--- src/rtl/regfile_memory_pkg.sv ---
// Shared sizing and index constants for the integer register file.
// Latency: n/a (definitions only).
// Backpressure: n/a (definitions only).
//
// Contents: default DATA_WIDTH / ADDR_WIDTH, REG_COUNT, the hard-wired
// zero register index, word/address typedefs and a small write-qualify helper.
package regfile_memory_pkg;

    localparam int DATA_WIDTH = 32;
    localparam int ADDR_WIDTH = 5;
    localparam int REG_COUNT  = 2 ** ADDR_WIDTH;

    // Index of the register that always reads zero and ignores writes.
    localparam int ZERO_REG = 0;

    typedef logic [DATA_WIDTH-1:0] word_t;
    typedef logic [ADDR_WIDTH-1:0] addr_t;

    // A write only lands when it is strobed and does not target register 0.
    function automatic logic write_qualified(input logic wr_enable,
                                             input logic is_zero_reg);
        return wr_enable && !is_zero_reg;
    endfunction

endpackage

--- src/rtl/regfile_read_port.sv ---
// One combinational read port of the register file: array lookup, zero-register forcing, optional write bypass.
// Latency: 0 cycles, address to data is purely combinational.
// Backpressure: none, a read can be issued every cycle on every port.
//
// Ports:
//   mem           - storage array from the top level
//   rst           - reset level (suppresses the bypass while high)
//   rd_address    - register index to read
//   wr_enable / wr_address / wr_data - current write-port request, used by the bypass
//   data_out      - register contents (or bypassed write data)
//
// Configuration: REGFILE_WRITE_BYPASS_EN defined forwards a pending write to a
// matching read before the falling edge commits it; undefined reads storage only.
module regfile_read_port
    import regfile_memory_pkg::*;
#(
    parameter int DATA_WIDTH = regfile_memory_pkg::DATA_WIDTH,
    parameter int ADDR_WIDTH = regfile_memory_pkg::ADDR_WIDTH
) (
    input  logic [DATA_WIDTH-1:0] mem [2**ADDR_WIDTH],
    input  logic                  rst,
    input  logic [ADDR_WIDTH-1:0] rd_address,
    input  logic                  wr_enable,
    input  logic [ADDR_WIDTH-1:0] wr_address,
    input  logic [DATA_WIDTH-1:0] wr_data,
    output logic [DATA_WIDTH-1:0] data_out
);

    logic rd_is_zero;

    assign rd_is_zero = (rd_address == ADDR_WIDTH'(ZERO_REG));

`ifdef REGFILE_WRITE_BYPASS_EN
    logic bypass_hit;

    // Forward only a write that will actually commit on the coming edge:
    // strobed, not to register 0, same index, and not cancelled by reset.
    assign bypass_hit = write_qualified(wr_enable, wr_address == ADDR_WIDTH'(ZERO_REG))
                        && !rst
                        && (wr_address == rd_address);

    always_comb begin
        data_out = mem[rd_address];
        if (bypass_hit) begin
            data_out = wr_data;
        end
        // Zero forcing wins over everything, including the bypass.
        if (rd_is_zero) begin
            data_out = '0;
        end
    end
`else
    // Write-port signals only feed the bypass; fold them away here.
    logic unused_bypass;
    assign unused_bypass = ^{rst, wr_enable, wr_address, wr_data};

    always_comb begin
        data_out = mem[rd_address];
        if (rd_is_zero) begin
            data_out = '0;
        end
    end
`endif

endmodule

--- src/rtl/regfile_memory.sv ---
// Integer register file: 2**ADDR_WIDTH x DATA_WIDTH, two combinational read ports, one falling-edge write port, register 0 reads zero.
// Latency: reads 0 cycles; writes visible right after the falling edge that commits them.
// Backpressure: none, one write and two reads accepted every cycle.
//
// Ports:
//   clk                         - clock; writes and reset act on the falling edge
//   rst                         - synchronous active-high reset, clears every word
//   rd_address_a / data_out_a   - read port A (rs1)
//   rd_address_b / data_out_b   - read port B (rs2)
//   wr_enable / wr_address / wr_data - write port (rd from write-back)
//
// Configuration: define REGFILE_WRITE_BYPASS_EN to forward a pending write to
// matching read ports before the edge; default build leaves it undefined.
module regfile_memory
    import regfile_memory_pkg::*;
#(
    parameter int DATA_WIDTH = regfile_memory_pkg::DATA_WIDTH,
    parameter int ADDR_WIDTH = regfile_memory_pkg::ADDR_WIDTH
) (
    input  logic                  clk,
    input  logic                  rst,
    input  logic [ADDR_WIDTH-1:0] rd_address_a,
    input  logic [ADDR_WIDTH-1:0] rd_address_b,
    input  logic                  wr_enable,
    input  logic [ADDR_WIDTH-1:0] wr_address,
    input  logic [DATA_WIDTH-1:0] wr_data,
    output logic [DATA_WIDTH-1:0] data_out_a,
    output logic [DATA_WIDTH-1:0] data_out_b
);

    localparam int WORDS = 2 ** ADDR_WIDTH;

    // Power-up contents are zero so reads are defined before the first reset.
    logic [DATA_WIDTH-1:0] mem [WORDS] = '{default: '0};

    logic wr_commit;

    assign wr_commit = write_qualified(wr_enable, wr_address == ADDR_WIDTH'(ZERO_REG));

    // Falling-edge update so write-back in the first half of a cycle is
    // readable by decode in the second half. Reset beats a coincident write.
    always_ff @(negedge clk) begin
        if (rst) begin
            for (int i = 0; i < WORDS; i++) begin
                mem[i] <= '0;
            end
        end else if (wr_commit) begin
            mem[wr_address] <= wr_data;
        end
    end

    regfile_read_port #(
        .DATA_WIDTH (DATA_WIDTH),
        .ADDR_WIDTH (ADDR_WIDTH)
    ) u_port_a (
        .mem        (mem),
        .rst        (rst),
        .rd_address (rd_address_a),
        .wr_enable  (wr_enable),
        .wr_address (wr_address),
        .wr_data    (wr_data),
        .data_out   (data_out_a)
    );

    regfile_read_port #(
        .DATA_WIDTH (DATA_WIDTH),
        .ADDR_WIDTH (ADDR_WIDTH)
    ) u_port_b (
        .mem        (mem),
        .rst        (rst),
        .rd_address (rd_address_b),
        .wr_enable  (wr_enable),
        .wr_address (wr_address),
        .wr_data    (wr_data),
        .data_out   (data_out_b)
    );

endmodule

--- config.mk ---
export PLATFORM = sky130hd
export DESIGN_NAME = regfile_memory
export DESIGN_NICKNAME = d
export VERILOG_FILES = /design/src/rtl/regfile_memory_pkg.sv /design/src/rtl/regfile_read_port.sv /design/src/rtl/regfile_memory.sv
export SDC_FILE = /design/constraint.sdc
export NUM_CORES = 2
export LEC_CHECK = 0
export CAP_MARGIN = 5
export CORE_MARGIN = 2
export CORE_UTILIZATION = 45
export DETAILED_ROUTE_END_ITERATION = 16
export SLEW_MARGIN = 30
export SYNTH_ARGS = -nofsm -noshare
export SYNTH_HDL_FRONTEND = slang
export SYNTH_SLANG_ARGS = --single-unit
--- constraint.sdc ---
create_clock -name clk -period 3.3 [get_ports clk]
set_input_delay 0.33 -clock clk [delete_from_list [all_inputs] [get_ports clk]]
set_output_delay 0.33 -clock clk [all_outputs]
set_load 0.05 [all_outputs]
==> results <==
- The longest clock path from root to sink contains 3 buffers.
- The checks that failed: setup timing.
- The clock network is responsible for between 50% and 60% of the overall power.
- The final setup TNS is -61,920 ps.
- The launch instance of the worst register-to-register path is mem[114].
- The number of instances in the synthesized netlist is 5,823.
- Buffers inserted during clock tree synthesis total around 120.
- The flow ran to the end, but the final reports show violations.
- Timing analysis after detailed placement gives a worst setup slack of -726 ps.
- The CTS tree is done.
- From left edge to right edge, the die measures between 300 and 400 µm.
- The internal power consumption is 24.7 mW.
- The slack of the critical path is -1070 ps.
- The residual DRC count is 0.
- The clock edge transition at the registers on the reported setup and hold paths is 50 ps.
- The final cell area excluding filler cells is 0.0713 mm².
- Combinational logic is responsible for 10.1% of the overall power.
- Setup repair after global routing could not meet its margin everywhere.
- Summing all multi-input logic gate instances after layout gives 0.0307 mm².
- During placement, the flow inserted port buffers numbering 113.
- STA classifies the critical path endpoint as an output port.
- Measured against its own limit, the worst slew margin works out to 30.6%.
- The number of pins exceeding their max-slew limit in the final report is 0.
- The post-route core utilization is 62.6%.
- The number of hold-slack violations in the final timing report is 0.
- Global routing used 38.2% of the available tracks.
- The first global-routing pass estimated 334,000 µm of wire.
- The total iterations of the first detailed-routing run is 9.
- The flop-to-flop setup slack is approximately 2500 ps.
- The final-layout worst hold slack is about 450 ps.
- In this run the worst setup path begins at mem[941].
- Entering global routing, the biggest net connects 98 pins.
- Of the total power, the share spent switching nets is 31.9%.
- Of all flip-flops after synthesis, the portion carrying an async set or reset was 0%.
- In the final routed layout, each cell accounts on average for ~26 µm.
- The area used by sequential logic in the layout is 0.0209 mm².
- The register containing the most flip-flops in the final layout is mem.
- Walking the worst path, the cells encountered are mux4_2 > mux2i_1 > a221o_1 > buf_4 > a31oi_4 > buf_12.
- The per-cell via count in the routed design is 6.14.
- The layout has about 9,400 filler cells.
- The sequential share of the synthesized area is between 30 and 40%.
- Counting distinct cell types in the post-synthesis netlist gives 37.
- At the worst endpoint, the arrival time is slightly above 4000 ps.
- In this run the critical register-to-register path is captured at mem[114].
- The switching power is 11.6 mW.
- The final-stage net count is about 7,000.
- The remaining antenna violation count after routing is 0.
- The path depth of the worst reg2reg path is 3.
- The area growth from synthesis to final layout is 38.4%.
- The placed standard-cell area is 0.0619 mm².
- Of all nets on the critical path, the largest fanout is 3.
- For the pin with the worst max-slew slack, the measured transition is 1040 ps.
- The critical path ends at data_out_a[13].
- Synthesis inferred 1,024 register bits.
- The number of sinks on the clock net is 1,024.
- The number of design-rule violations left by the first detailed-router iteration is 7,629.
- The power density of the placed cells is 508 mW/mm².
- The largest stage delay on the critical path is roughly 460 ps.
- The remaining global-route overflow is 0.
- The number of max-capacitance violations reported is 0.
- During I/O placement, the number of pins put on the boundary was roughly 110.
- The sum of net half-perimeters after detailed placement is ~140,000 µm.
- For this design, the slowest cell found on the critical path is sky130_fd_sc_hd__mux4_2.
- Each instance of the synthesized netlist takes up on average about 9 µm².
- The count of flip-flops with a built-in enable after synthesis is 0.
- The die area is 0.117 mm².
- Setup violations remaining at the end of the flow were counted as 64.
- The library cell used most frequently in the layout, excluding fill and tap cells, is sky130_fd_sc_hd__nand2_1.
- The number of warnings printed during yosys synthesis is 0.
- The dominant synthesized flop cell is sky130_fd_sc_hd__dfxtp_1.
- Across the VDD grid, the largest voltage drop is a little over 0.4 mV.
- Clock latency on the worst-skew pair, taken at its later pin, is slightly above 700 ps.
- In the layout the commonest cells are 2,026 x sky130_fd_sc_hd__nand2_1, 1,050 x sky130_fd_sc_hd__inv_1, 992 x sky130_fd_sc_hd__a21oi_1.
- The root cell of the clock tree is sky130_fd_sc_hd__clkbuf_16.
- The region available for standard cell placement spans 0.114 mm².
- The leakage power total is 28.4 nW.
- Of the cells placed in the final design, the portion with a size suffix greater than 1 is 27.6%.
- The kind of critical path is reg -> out.
- The register share of total power is 34.9%.
- The level count of the clock H-tree is 3.
- The via count of the first global-routing pass is 54,201.
- The congestion estimate from routability-driven global placement came to 0.910.
- The worst hold path belongs to the class reg -> reg.
- The die is approximately 340 µm tall.
- The endpoint required time on the critical path is 2970 ps.
- On the final layout, the worst clock skew is 0 ps.
- The post-synthesis net count is slightly below 6,000.
- Summing every instance area after synthesis gives 0.0515 mm².
- STA classifies the critical path startpoint as a flop.
- The largest registers in the layout are mem: 1024 flops.
- The initial antenna violation count is 3.
- The number of flip-flops in the largest register is 1,024.
- The total wire length after detailed routing is 227,000 µm.
- Summing over every cut layer, the via total after detailed routing is 53,654.
- Row generation in the floorplan step produced between 100 and 150 rows.
- For this configuration, the core starts out at a cell density of 45.2%.
[per-layer routing]
| layer | share of wire (%) | global-route usage (%) | routed length [µm] |
|---|---|---|---|
| met1 | 37 | 48.6 | 84100 |
| met2 | 44 | 56.0 | 99500 |
| met3 | 13 | 12.9 | 30400 |
| met4 | 5.9 | 23.4 | 13300 |
| met5 | 0 | 0 | 0 |
[timing repair]
| action | 4_1_cts | 5_1_grt |
|---|---|---|
| endpoints found under the setup margin | 64 | 81 |
| hold endpoints to repair | 0 | 0 |
| pin swaps | 82 | 49 |
| hold buffers | 0 | 0 |
| buffers inserted | 3 | 8 |
| resized for setup | 292 | 126 |
[worst min path at each step]
stage               startpoint       end  slack, ps  depth (start not counted)
finish                mem[936]  mem[936]        450                          2
global route          mem[880]  mem[880]        470                          2
CTS                   mem[879]  mem[879]        460                          2
detailed placement    mem[879]  mem[879]        450                          2
global placement      mem[754]  mem[754]        450                          2
floorplan             mem[609]  mem[609]        440                          2
[stage by stage]
step	total power, mW	cells
6_report	36.2	8744
5_1_grt	37.9	8742
4_1_cts	36.2	8736
3_5_place_dp	18.1	7503
3_3_place_gp	18.1	7501
2_1_floorplan	16.5	5823
[Yosys cell counts, types with 32 or more instances]
library cell	instances	share of area [%]
sky130_fd_sc_hd__a22oi_1	64	0.93
sky130_fd_sc_hd__nand2_1	2057	15
sky130_fd_sc_hd__nor2b_1	69	0.84
sky130_fd_sc_hd__a31oi_1	32	0.39
sky130_fd_sc_hd__o21ai_0	60	0.58
sky130_fd_sc_hd__mux4_2	448	20
sky130_fd_sc_hd__buf_4	36	0.52
sky130_fd_sc_hd__mux2i_1	192	3.7
sky130_fd_sc_hd__a21oi_1	992	9.6
sky130_fd_sc_hd__clkbuf_1	435	3.2
sky130_fd_sc_hd__a221o_1	32	0.62
sky130_fd_sc_hd__nor2_1	35	0.25
sky130_fd_sc_hd__mux2_2	32	0.70
sky130_fd_sc_hd__a211oi_1	32	0.47
sky130_fd_sc_hd__buf_2	118	1.1
sky130_fd_sc_hd__dfxtp_1	1024	40
sky130_fd_sc_hd__a221oi_1	43	0.73
sky130_fd_sc_hd__a311oi_1	32	0.54
[worst max-delay path, delay by kind of cell, from the launching register on]
kind | cells | cell delay (ps)
mux | 2 | 690
buf+inv | 2 | 370
compound gates | 2 | 270
flops | 1 | 320
[power groups by stage]
stage | Combinational [mW] | Clock, mW | Sequential (mW)
after floorplan | 1.85 | 1.87 | 12.8
after detailed placement | 3.47 | 1.87 | 12.8
after CTS | 3.54 | 20.1 | 12.6
after global placement | 3.45 | 1.87 | 12.8
final | 3.66 | 19.9 | 12.6
after global routing | 3.72 | 21.6 | 12.6
[area by class of cell]
cell class | count | area share (%)
flip-flops and latches | 1024 | 29.3
clock buffers | 118 | 4.14
multi-input cells | 4188 | 43.0
repair buffers | 777 | 13.6
diodes | 2 | 0.00702
inverters | 2 | 0.0175
clock inverters | 1121 | 7.25
well taps | 1512 | 2.65
[cells by family (layout without fill, tap and decap cells)]
logic type             count (synthesis)  after routing  share of synthesized area (%)
flip-flops                          1024           1024                           39.8
buffers and inverters                611           2018                           5.31
AO/OA/AOI/OAI                       1323           1323                           14.4
multiplexers                         672            672                           24.0
AND/OR/NAND/NOR                     2193           2193                           16.5
other                                  0              2                              0
Note: power is estimated with default switching activity, not from simulation.
